[src/rtl/axis_defines.sv]
// Shared axis stream defines. Holds the axis write-stream width so every
// block that attaches to the axis write port agrees on it.
`ifndef AXIS_DEFINES_SV
`define AXIS_DEFINES_SV
`define AXIS_STREAM_WIDTH 32
`endif

[src/rtl/axis_pack.sv]
// axis_pack: packs narrow IN_WIDTH samples into STREAM_WIDTH words for the
// axis write stream. Samples fill lanes from lane 0 upward; a word is closed
// when the top lane is written or when in_last arrives early. An early-closed
// word carries zeros in the unused upper lanes and is flagged by out_padded.
//
// Ports:
//   clk        rising-edge clock
//   rst        asynchronous active-low reset
//   in_valid   input sample valid
//   in_data    input sample (IN_WIDTH)
//   in_last    final sample of a frame, sampled on accepted beats only
//   in_ready   sample accepted when in_valid is also high
//   out_valid  packed word valid (axis wr_valid)
//   out_data   packed word (axis wr_data, STREAM_WIDTH)
//   out_ready  axis wr_ready
//   out_padded current out_data was closed early by in_last
//   word_cnt   number of words transferred on the output (wraps)
`ifndef AXIS_DEFINES_SV
`include "axis_defines.sv"
`endif

module axis_pack #(
    parameter int IN_WIDTH     = 8,
    parameter int STREAM_WIDTH = `AXIS_STREAM_WIDTH,
    parameter int CNT_WIDTH    = 32
) (
    input  logic                    clk,
    input  logic                    rst,
    input  logic                    in_valid,
    input  logic [IN_WIDTH-1:0]     in_data,
    input  logic                    in_last,
    output logic                    in_ready,
    output logic                    out_valid,
    output logic [STREAM_WIDTH-1:0] out_data,
    input  logic                    out_ready,
    output logic                    out_padded,
    output logic [CNT_WIDTH-1:0]    word_cnt
);

    localparam int RATIO = STREAM_WIDTH / IN_WIDTH;
    localparam int IDX_W = (RATIO > 1) ? $clog2(RATIO) : 1;

    if ((STREAM_WIDTH % IN_WIDTH) != 0 || RATIO < 2 || (RATIO & (RATIO - 1)) != 0) begin : g_ratio_chk
        $error("axis_pack: STREAM_WIDTH/IN_WIDTH must be a power of two >= 2");
    end

    logic [IDX_W-1:0]        idx;
    logic [STREAM_WIDTH-1:0] asm_q;
    logic [STREAM_WIDTH-1:0] asm_next;
    logic                    accept;
    logic                    xfer;
    logic                    last_lane;
    logic                    complete;

    // The output register is the only buffer, so a new sample can only be
    // taken when that register is empty or draining this cycle.
    assign in_ready  = !out_valid || out_ready;
    assign accept    = in_valid && in_ready;
    assign xfer      = out_valid && out_ready;
    assign last_lane = (idx == IDX_W'(RATIO - 1));
    assign complete  = accept && (last_lane || in_last);

    // Lanes above idx are always zero in asm_q (cleared on every completion
    // and filled strictly in order), so merging the current sample here
    // yields a correctly zero-padded word on an early close.
    always_comb begin
        asm_next = asm_q;
        asm_next[int'(idx)*IN_WIDTH +: IN_WIDTH] = in_data;
    end

    always_ff @(posedge clk or negedge rst) begin
        if (!rst) begin
            idx   <= '0;
            asm_q <= '0;
        end else if (complete) begin
            idx   <= '0;
            asm_q <= '0;
        end else if (accept) begin
            idx   <= idx + IDX_W'(1);
            asm_q <= asm_next;
        end
    end

    // A completion in the same cycle as a transfer reloads the register
    // directly, so back-to-back words leave no bubble.
    always_ff @(posedge clk or negedge rst) begin
        if (!rst) begin
            out_valid  <= 1'b0;
            out_data   <= '0;
            out_padded <= 1'b0;
        end else if (complete) begin
            out_valid  <= 1'b1;
            out_data   <= asm_next;
            out_padded <= in_last && !last_lane;
        end else if (xfer) begin
            out_valid  <= 1'b0;
        end
    end

    always_ff @(posedge clk or negedge rst) begin
        if (!rst)
            word_cnt <= '0;
        else if (xfer)
            word_cnt <= word_cnt + CNT_WIDTH'(1);
    end

endmodule

[config.mk]
export PLATFORM = sky130hd
export DESIGN_NAME = axis_pack
export DESIGN_NICKNAME = d
export VERILOG_FILES = /design/src/rtl/axis_pack.sv
export VERILOG_INCLUDE_DIRS = /design/src /design/src/rtl
export SDC_FILE = /design/constraint.sdc
export NUM_CORES = 1
export LEC_CHECK = 0
export ABC_CLOCK_PERIOD_IN_PS = 2500
export BUFFER_PORTS_ARGS = -buffer_cell sky130_fd_sc_hd__buf_2
export CAP_MARGIN = 25
export CORE_ASPECT_RATIO = 2
export CORE_MARGIN = 4
export CORE_UTILIZATION = 40
export DETAILED_ROUTE_END_ITERATION = 7
export SLEW_MARGIN = 5
export SYNTH_ARGS = -nofsm -noshare
export SYNTH_HDL_FRONTEND = slang
export SYNTH_SLANG_ARGS = --single-unit
[constraint.sdc]
create_clock -name clk -period 2.5 [get_ports clk]
set_clock_uncertainty 0.1 [all_clocks]
set_input_delay 0.375 -clock clk [delete_from_list [all_inputs] [get_ports clk]]
set_output_delay 0.375 -clock clk [all_outputs]
set_load 0.01 [all_outputs]
==> flow_metrics.py, run 1 <==
metrics = {
    "status": {
        "run_status": "finished clean",
    },
    "hold_path": {
        "worst_hold_path_type": "in2async",
    },
    "timing": {
        "layout_min_cycle_time_ns": 2.169,
        "relSlewSlack_pct": 64.31,
        "number_of_setup_violations_in_the_final_report": 0,
        "timing_worst_slew_pin_value_ns": 0.5354,
        "post-route-period-util_pct": 86.78,
        "final-max-slew-violation-count": 0,
        "fmax_ghz": 0.4609,
        "hold_violations": 0,
        "setup_repair_after_global_routing_missed_its_margin": "no",
        "fin_tns_setup_ns": 0,
        "worst_hold_slack_ns": 0.002266,
    },
    "layout": {
        "final_nets": 516,
        "fill_cells": 1056,
        "layout_commonest_cell": "dfrtp_1",
        "antennaDiodeCount": 0,
        "areaGrowthSynthToFinish_pct": 20.11,
        "instances_no_fill": 641,
        "post-route-util_pct": 48.96,
        "drive_above_1_share_pct": 23.55,
        "layout_common_cells": "dfrtp_1, buf_2, nand2_1",
    },
    "cts": {
        "cts_tree": "built",
        "cts.repair.resized": 0,
        "clkLatencyLatePin_ns": 0.33,
        "post_cts_hold_buffer_count": 0,
        "cts_root_buffer": "clkbuf_16",
        "path_clk_slew_ns": 0.07,
        "cts-buffers-inserted": 9,
        "h_tree_lvl_count": 3,
        "max-clock-path-buffers": 2,
        "cts_setup_buffers": 0,
        "clock_sinks": 100,
    },
    "critical_path": {
        "kind_of_critical_path": "reg2reg",
        "data_arrival_at_the_endpoint_of_the_critical_path_ns": 2.34,
        "r2r-start": "idx[0]",
        "timing.critical_path.to_type": "register",
        "timing.reg2reg.setup_slack_ns": 0.33,
        "worstRegToRegCells": 6,
        "required_ns": 2.67,
        "startpoint_type": "register",
        "timing.rr.end": "asm_q[8]",
        "path_max_fanout": 9,
    },
    "yosys": {
        "synth_top_area_share_pct": 56.09,
        "synthTopCellsByArea": "dfrtp_1, a22o_1, nor2b_1, a21oi_1, nand2_1",
        "synthCells": 415,
        "ys_ff_latch": 100,
        "synth.yosys.seq_area_share_pct": 56.09,
        "netlist_area_mm2": 0.004462,
        "synthesis.nets": 435,
        "yosys_warnings": 0,
        "postSynthAreaPerCell_um2": 10.75,
        "synth.distinct_cells": 36,
        "netlist.top_cell.by_area": "dfrtp_1",
    },
    "pwr": {
        "p_leak_nw": 2.703,
        "report.power.total_mw": 3.749,
        "peakVddDrop_uv": 401.7,
        "power.density_mw_per_mm2": 699.5,
    },
    "global_route": {
        "first_global_vias": 3493,
        "global_route_wire_length_before_repair_um": 17260,
        "top_usage_layer": "met2",
        "initial_antenna_violation_count": 0,
        "grt_use_met1_pct": 20.47,
        "grt_start_max_net_pins": 101,
        "grtUsageMet3_pct": 2.577,
        "grt_use_total_pct": 17.54,
        "grtUsageMet2_pct": 30.40,
        "globalRoute.totalOverflow": 0,
    },
    "drt": {
        "first_iter_violations": 127,
        "route.detailed.wl_per_inst_um": 16.41,
        "drt-pass1-iter-count": 4,
        "ant_nets": 0,
        "routed_via_count_divided_by_cell_count": 5.207,
        "routed-via-count": 3338,
        "drc": 0,
        "drt_wl_total_um": 10520,
    },
    "place": {
        "placed_cells": 625,
        "routabilityCongestion": 0.7410,
        "place_hpwl_um": 7731,
        "port_buffers": 79,
    },
    "die": {
        "core-area_mm2": 0.01095,
        "std_cell_rows": 54,
        "fp.dieArea_mm2": 0.01301,
        "initial_utilization_pct": 40.76,
        "die_x_extent_um": 82.68,
        "io_pins": 80,
        "die_height_um": 157.4,
    },
    "run": {
        "drv_cap": 0,
    },
}
[critical path: stages, from the launching register on]
cell	delay, ns
dfrtp_1	0.45
inv_1	0.17
ha_1	0.34
inv_1	0.11
nor3_4	0.36
and3_1	0.38
a22o_1	0.19
[final cells by class]
type	count	area (um^2)	area share, %
inverters	6	22.52	0.4203
clock buffers	10	229.0	4.273
repair buffers	94	523.0	9.760
multi-input cells	285	1842	34.37
flip-flops and latches	100	2502	46.70
clock inverters	6	65.06	1.214
well taps	140	175.2	3.269
[cell families after synthesis]
kind of cell | count (synthesis) | synth area share (%)
xor+xnor | 31 | 6.085
simple gates | 142 | 18.34
mux | 2 | 0.4767
compound gates | 103 | 14.27
fa+ha+maj | 7 | 1.963
buf+inv | 30 | 2.776
flops | 100 | 56.09
[cell usage after synthesis (all sizes together)]
| cell type | n |
|---|---|
| nand2b | 2 |
| o21ai | 36 |
| inv | 6 |
| o22ai | 1 |
| mux2 | 1 |
| and4 | 3 |
| nand3b | 2 |
| or3 | 1 |
| and2 | 2 |
| xor2 | 15 |
| a21oi | 34 |
| a22o | 32 |
| nor2b | 32 |
| xnor2 | 16 |
| nand3 | 12 |
| nor2 | 7 |
| and3 | 7 |
| mux2i | 1 |
| ha | 7 |
| nor4b | 1 |
| buf | 12 |
| nand2 | 44 |
| nor3 | 9 |
| nor4 | 8 |
| or4 | 1 |
| clkbuf | 12 |
| dfrtp | 100 |
| nand4 | 10 |
| or4b | 1 |
[registers in the layout (all words and copies together), names as in the netlist]
name / flops
out_padded: 1
asm_q: 32
idx: 2
out_valid: 1
word_cnt: 32
out_data: 32
[worst max path at each step]
stage,slack (ns),cells past startpoint,start,endpoint
global route,0.13,6,idx[0],asm_q[11]
CTS,0.19,6,idx[0],asm_q[8]
floorplan,0.34,7,idx[0],asm_q[10]
detailed placement,0.21,6,idx[0],asm_q[14]
global placement,0.32,6,idx[0],asm_q[15]
finish,0.33,6,idx[0],asm_q[8]
[per-layer routing]
layer  wire length [um]  share of wire, %
met4                335               3.2
met5                  0                 0
met2               5595                53
met3                428               4.1
met1               4160                40
[report_power, final]
part           internal [mW]  leakage, nW  total, mW  switching [mW]
sequential              1.73         1.36       1.82          0.0909
combinational          0.222         1.20      0.578           0.356
clock                  0.776        0.142       1.35           0.579
total                   2.72         2.70       3.75            1.03
[stage by stage]
stage	instance area (um^2)	setup slack (ns)
after floorplan	4462	0.3406
after global placement	5059	0.3232
after detailed placement	5059	0.2110
after CTS	5353	0.1895
after global routing	5359	0.1276
final	5359	0.3305
Power figures use the tool's default switching activity.
==> run 2: changes to the inputs <==
==> constraint.sdc (replaced) <==
create_clock -name clk -period 2.5 [get_ports clk]
set_clock_uncertainty 0.1 [all_clocks]
set_input_delay 0.25 -clock clk [delete_from_list [all_inputs] [get_ports clk]]
set_output_delay 0.25 -clock clk [all_outputs]
set_load 0.01 [all_outputs]
==> flow_metrics.py, run 2 (synthesized netlist as in run 1, its figures left out) <==
metrics = {
    "critical_path": {
        "timing.critical_path.to_type": "register",
        "r2r-start": "idx[0]",
        "timing.reg2reg.setup_slack_ns": 0.17,
        "required_ns": 2.67,
        "crit_path_start": "idx[0]",
        "path_max_fanout": 9,
        "kind_of_critical_path": "reg2reg",
        "data_arrival_at_the_endpoint_of_the_critical_path_ns": 2.50,
        "startpoint_type": "register",
    },
    "cts": {
        "cts_root_buffer": "clkbuf_16",
        "cts_setup_buffers": 0,
        "clock_sinks": 100,
        "cts-buffers-inserted": 9,
        "cts_tree": "built",
        "h_tree_lvl_count": 3,
        "clkLatencyLatePin_ns": 0.33,
        "path_clk_slew_ns": 0.07,
        "max-clock-path-buffers": 2,
    },
    "layout": {
        "drive_above_1_share_pct": 23.66,
        "layout_commonest_cell": "dfrtp_1",
        "multi_input_comb_area_mm2": 0.001836,
        "areaGrowthSynthToFinish_pct": 21.40,
        "instances_no_fill": 643,
        "antennaDiodeCount": 0,
        "fin_area_mm2": 0.005416,
        "layout_common_cells": "dfrtp_1, buf_2, nand2_1",
        "post-route-util_pct": 49.49,
        "reg_top3": "asm_q x32, out_data x32, word_cnt x32",
        "register_area_mm2": 0.002502,
        "fill_cells": 1067,
        "final_nets": 518,
    },
    "timing": {
        "finalWorstSetupSlack_ns": 0.1682,
        "fmax_ghz": 0.4289,
        "fin_tns_setup_ns": 0,
        "hold_violations": 0,
        "relSlewSlack_pct": 59.28,
        "setup_repair_after_global_routing_missed_its_margin": "no",
        "post-route-period-util_pct": 93.27,
        "number_of_setup_violations_in_the_final_report": 0,
        "layout_min_cycle_time_ns": 2.332,
        "final-max-slew-violation-count": 0,
        "timing_worst_slew_pin_value_ns": 0.6108,
    },
    "drt": {
        "first_iter_violations": 88,
        "drt_wl_total_um": 10960,
        "routed_via_count_divided_by_cell_count": 5.314,
        "drt-pass1-iter-count": 4,
        "ant_nets": 0,
        "route.detailed.wl_per_inst_um": 17.04,
        "routed-via-count": 3417,
        "drc": 0,
    },
    "pwr": {
        "p_leak_nw": 2.728,
        "peakVddDrop_uv": 366.4,
        "power.density_mw_per_mm2": 736.7,
    },
    "run": {
        "drv_cap": 0,
    },
    "global_route": {
        "global_route_wire_length_before_repair_um": 17750,
        "grt_use_total_pct": 17.83,
        "initial_antenna_violation_count": 0,
        "globalRoute.totalOverflow": 0,
        "grt_start_max_net_pins": 47,
        "first_global_vias": 3573,
    },
    "place": {
        "dp_slack_ns": 0.1631,
        "routabilityCongestion": 0.8046,
        "port_buffers": 79,
        "place_hpwl_um": 7943,
        "placed_area_mm2": 0.005066,
        "placed_cells": 626,
    },
    "die": {
        "std_cell_rows": 54,
        "fp.dieArea_mm2": 0.01301,
        "core-area_mm2": 0.01095,
        "initial_utilization_pct": 40.76,
        "die_x_extent_um": 82.68,
        "io_pins": 80,
        "die_height_um": 157.4,
    },
    "status": {
        "run_status": "finished clean",
    },
    "hold_path": {
        "startpoint_of_the_worst_hold_path": "in_last",
        "worst_hold_path_type": "in2reg",
    },
}
-- run 2: path summary, 6_finish.rpt --
kind | to | cells after the start
max in group asynchronous | asm_q[3] | 3
max | asm_q[10] | 6
min reg2reg | word_cnt[31] | 1
max reg2reg | asm_q[10] | 6
min | out_padded | 3
min in group asynchronous | word_cnt[31] | 2
-- run 2: metrics by stage --
step / power (mW) / hold WS, ns
after CTS: 4.037 / 0.1055
after global placement: 2.406 / 0.1933
after detailed placement: 2.437 / 0.2088
after global routing: 4.193 / 0.1342
after floorplan: 2.166 / -0.1456
final: 3.990 / 0.1106
-- run 2: cell type report --
cell class | count | area share (%)
Tap cell | 140 | 3.234
Clock inverter | 6 | 2.056
Clock buffer | 10 | 4.227
Timing Repair Buffer | 96 | 9.979
Sequential cell | 100 | 46.20
Multi-Input combinational cell | 285 | 33.89
Inverter | 6 | 0.4158
-- run 2: timing repair --
| action | in CTS | in global routing |
|---|---|---|
| resized for setup | 0 | 0 |
| endpoints found under the hold margin | 44 | 0 |
| endpoints found under the setup margin | 0 | 0 |
| hold buffers | 1 | 0 |
-- run 2: layer usage --
layer | vias to the layer above | part of all wire (%) | global-route usage (%) | wire length, um
li1 | 1615 | - | - | -
met1 | 1706 | 40 | 20.57 | 4365
met2 | 79 | 53 | 31.51 | 5824
met3 | 17 | 3.9 | 3.265 | 429
met4 | 0 | 3.1 | 7.405 | 339
met5 | - | 0 | 0 | 0
-- run 2: power breakdown --
group          leakage (nW)  switching [mW]  internal [mW]  total, mW
combinational          1.20           0.360          0.225      0.585
clock                 0.163           0.607          0.981       1.59
sequential             1.36          0.0929           1.72       1.82
total                  2.73            1.06           2.93       3.99
-- run 2: worst max-delay path, cell delays in order, from the launching register on --
cell and delay (ns):
dfrtp_1 0.45, inv_1 0.17, ha_1 0.35, inv_1 0.10, nor3_2 0.47, and3_1 0.42
a22o_1 0.20
==> run 3: changes to the inputs <==
--- a/config.mk
+++ b/config.mk
@@ -7,12 +7,12 @@
 export NUM_CORES = 1
 export LEC_CHECK = 0
 export ABC_CLOCK_PERIOD_IN_PS = 2500
-export BUFFER_PORTS_ARGS = -buffer_cell sky130_fd_sc_hd__buf_2
-export CAP_MARGIN = 25
+export CAP_MARGIN = 20
 export CORE_ASPECT_RATIO = 2
 export CORE_MARGIN = 4
 export CORE_UTILIZATION = 40
 export DETAILED_ROUTE_END_ITERATION = 7
+export DONT_BUFFER_PORTS = 1
 export SLEW_MARGIN = 5
 export SYNTH_ARGS = -nofsm -noshare
 export SYNTH_HDL_FRONTEND = slang
==> flow_metrics.py, run 3 (synthesized netlist as in run 1, its figures left out) <==
metrics = {
    "status": {
        "run_status": "complete, but fails checks",
        "violations": "hold timing",
    },
    "pwr": {
        "p_leak_nw": 2.362,
        "peakVddDrop_uv": 453.5,
        "power.density_mw_per_mm2": 754.0,
    },
    "die": {
        "std_cell_rows": 54,
        "core-area_mm2": 0.01095,
        "die_x_extent_um": 82.68,
        "initial_utilization_pct": 40.76,
        "die_height_um": 157.4,
        "fp.dieArea_mm2": 0.01301,
        "io_pins": 80,
    },
    "cts": {
        "cts_root_buffer": "clkbuf_16",
        "clkLatencyLatePin_ns": 0.34,
        "clock_sinks": 100,
        "cts_tree": "built",
        "cts-buffers-inserted": 9,
        "max-clock-path-buffers": 2,
        "post_cts_hold_buffer_count": 10,
        "h_tree_lvl_count": 3,
        "path_clk_slew_ns": 0.07,
    },
    "timing": {
        "fmax_ghz": 0.4341,
        "post-route-period-util_pct": 92.15,
        "layout_min_cycle_time_ns": 2.304,
        "hold_violations": 100,
        "fin_tns_setup_ns": 0,
        "timing_worst_slew_pin_value_ns": 0.5464,
        "final-max-slew-violation-count": 0,
        "setup_repair_after_global_routing_missed_its_margin": "no",
        "worst_hold_slack_ns": -0.5009,
        "number_of_setup_violations_in_the_final_report": 0,
        "relSlewSlack_pct": 63.57,
    },
    "layout": {
        "fill_cells": 1043,
        "layout_commonest_cell": "dfrtp_1",
        "fin_area_mm2": 0.005096,
        "drive_above_1_share_pct": 9.259,
        "layout_common_cells": "dfrtp_1, nand2_1, a21oi_1",
        "antennaDiodeCount": 0,
        "reg_top3": "asm_q x32, out_data x32, word_cnt x32",
        "final_nets": 447,
        "areaGrowthSynthToFinish_pct": 14.22,
    },
    "drt": {
        "first_iter_violations": 100,
        "route.detailed.wl_per_inst_um": 20.10,
        "drt-pass1-iter-count": 4,
        "ant_nets": 0,
        "routed-via-count": 3147,
        "drc": 0,
        "drt_wl_total_um": 11500,
        "routed_via_count_divided_by_cell_count": 5.502,
    },
    "critical_path": {
        "data_arrival_at_the_endpoint_of_the_critical_path_ns": 2.49,
        "startpoint_type": "register",
        "worstRegToRegCells": 6,
        "r2r-start": "idx[0]",
        "timing.reg2reg.setup_slack_ns": 0.20,
        "path_max_fanout": 9,
        "kind_of_critical_path": "reg2reg",
        "timing.rr.end": "asm_q[9]",
        "required_ns": 2.68,
        "timing.critical_path.to_type": "register",
    },
    "place": {
        "routabilityCongestion": 0.7750,
        "port_buffers": 0,
        "placed_area_mm2": 0.004661,
        "place_hpwl_um": 7584,
    },
    "global_route": {
        "initial_antenna_violation_count": 0,
        "grt_use_total_pct": 18.73,
        "first_global_vias": 3373,
        "globalRoute.totalOverflow": 0,
        "grt_start_max_net_pins": 101,
        "global_route_wire_length_before_repair_um": 18020,
    },
    "hold_path": {
        "worst_hold_path_type": "in2async",
    },
    "run": {
        "drv_cap": 0,
    },
}
[run 3: layout make-up]
cell class	instances	area, um^2	share of cell area, %
clock inverters	6	96.34	1.890
clock buffers	10	239.0	4.689
multi-input cells	285	1836	36.02
inverters	6	22.52	0.4419
flip-flops and latches	100	2502	49.10
repair buffers	25	225.2	4.419
well taps	140	175.2	3.437
[run 3: through the flow]
stage / setup WS, ns / instances / power (mW) / hold slack [ns] / utilization (%)
global route: 0.04911 / 572 / 4.022 / -0.5205 / 46.56
finish: 0.1964 / 572 / 3.842 / -0.5009 / 46.56
detailed placement: 0.1975 / 546 / 2.307 / -0.1431 / 42.58
floorplan: 0.3406 / 415 / 2.166 / -0.1456 / -
CTS: 0.1890 / 572 / 3.899 / -0.5198 / 46.56
global placement: 0.3063 / 546 / 2.280 / -0.1435 / 42.58
[run 3: how the worst max path moves through the flow]
stage,start,endpoint,slack (ns),cells after the start
2_1_floorplan,idx[0],asm_q[10],0.34,7
3_3_place_gp,idx[0],asm_q[15],0.31,6
3_5_place_dp,idx[0],asm_q[11],0.20,6
4_1_cts,idx[0],asm_q[9],0.19,6
5_1_grt,idx[0],asm_q[9],0.05,6
6_report,idx[0],asm_q[9],0.20,6
[run 3: repair_timing]
item,4_1_cts,5_1_grt
gates resized for setup,0,0
hold endpoints to repair,135,100
buffers inserted,0,0
[run 3: power by group]
group	leakage, nW	total [mW]	internal, mW	switching (mW)
registers	1.36	1.87	1.72	0.141
logic	0.841	0.436	0.175	0.261
clock network	0.161	1.54	0.915	0.626
[run 3: layer usage]
layer	vias to the layer above	part of all wire, %	track usage (%)
li1	1478	-	-
met1	1562	35	19.76
met2	90	55	33.65
met3	17	5.9	4.066
met4	0	3.9	9.587
met5	-	0	0
[run 3: critical path, cell delays in order (launching register included)]
cell and delay [ns]:
dfrtp_1 0.45, inv_1 0.17, ha_1 0.35, inv_1 0.10, nor3_2 0.47, and3_1 0.41
a22o_1 0.19
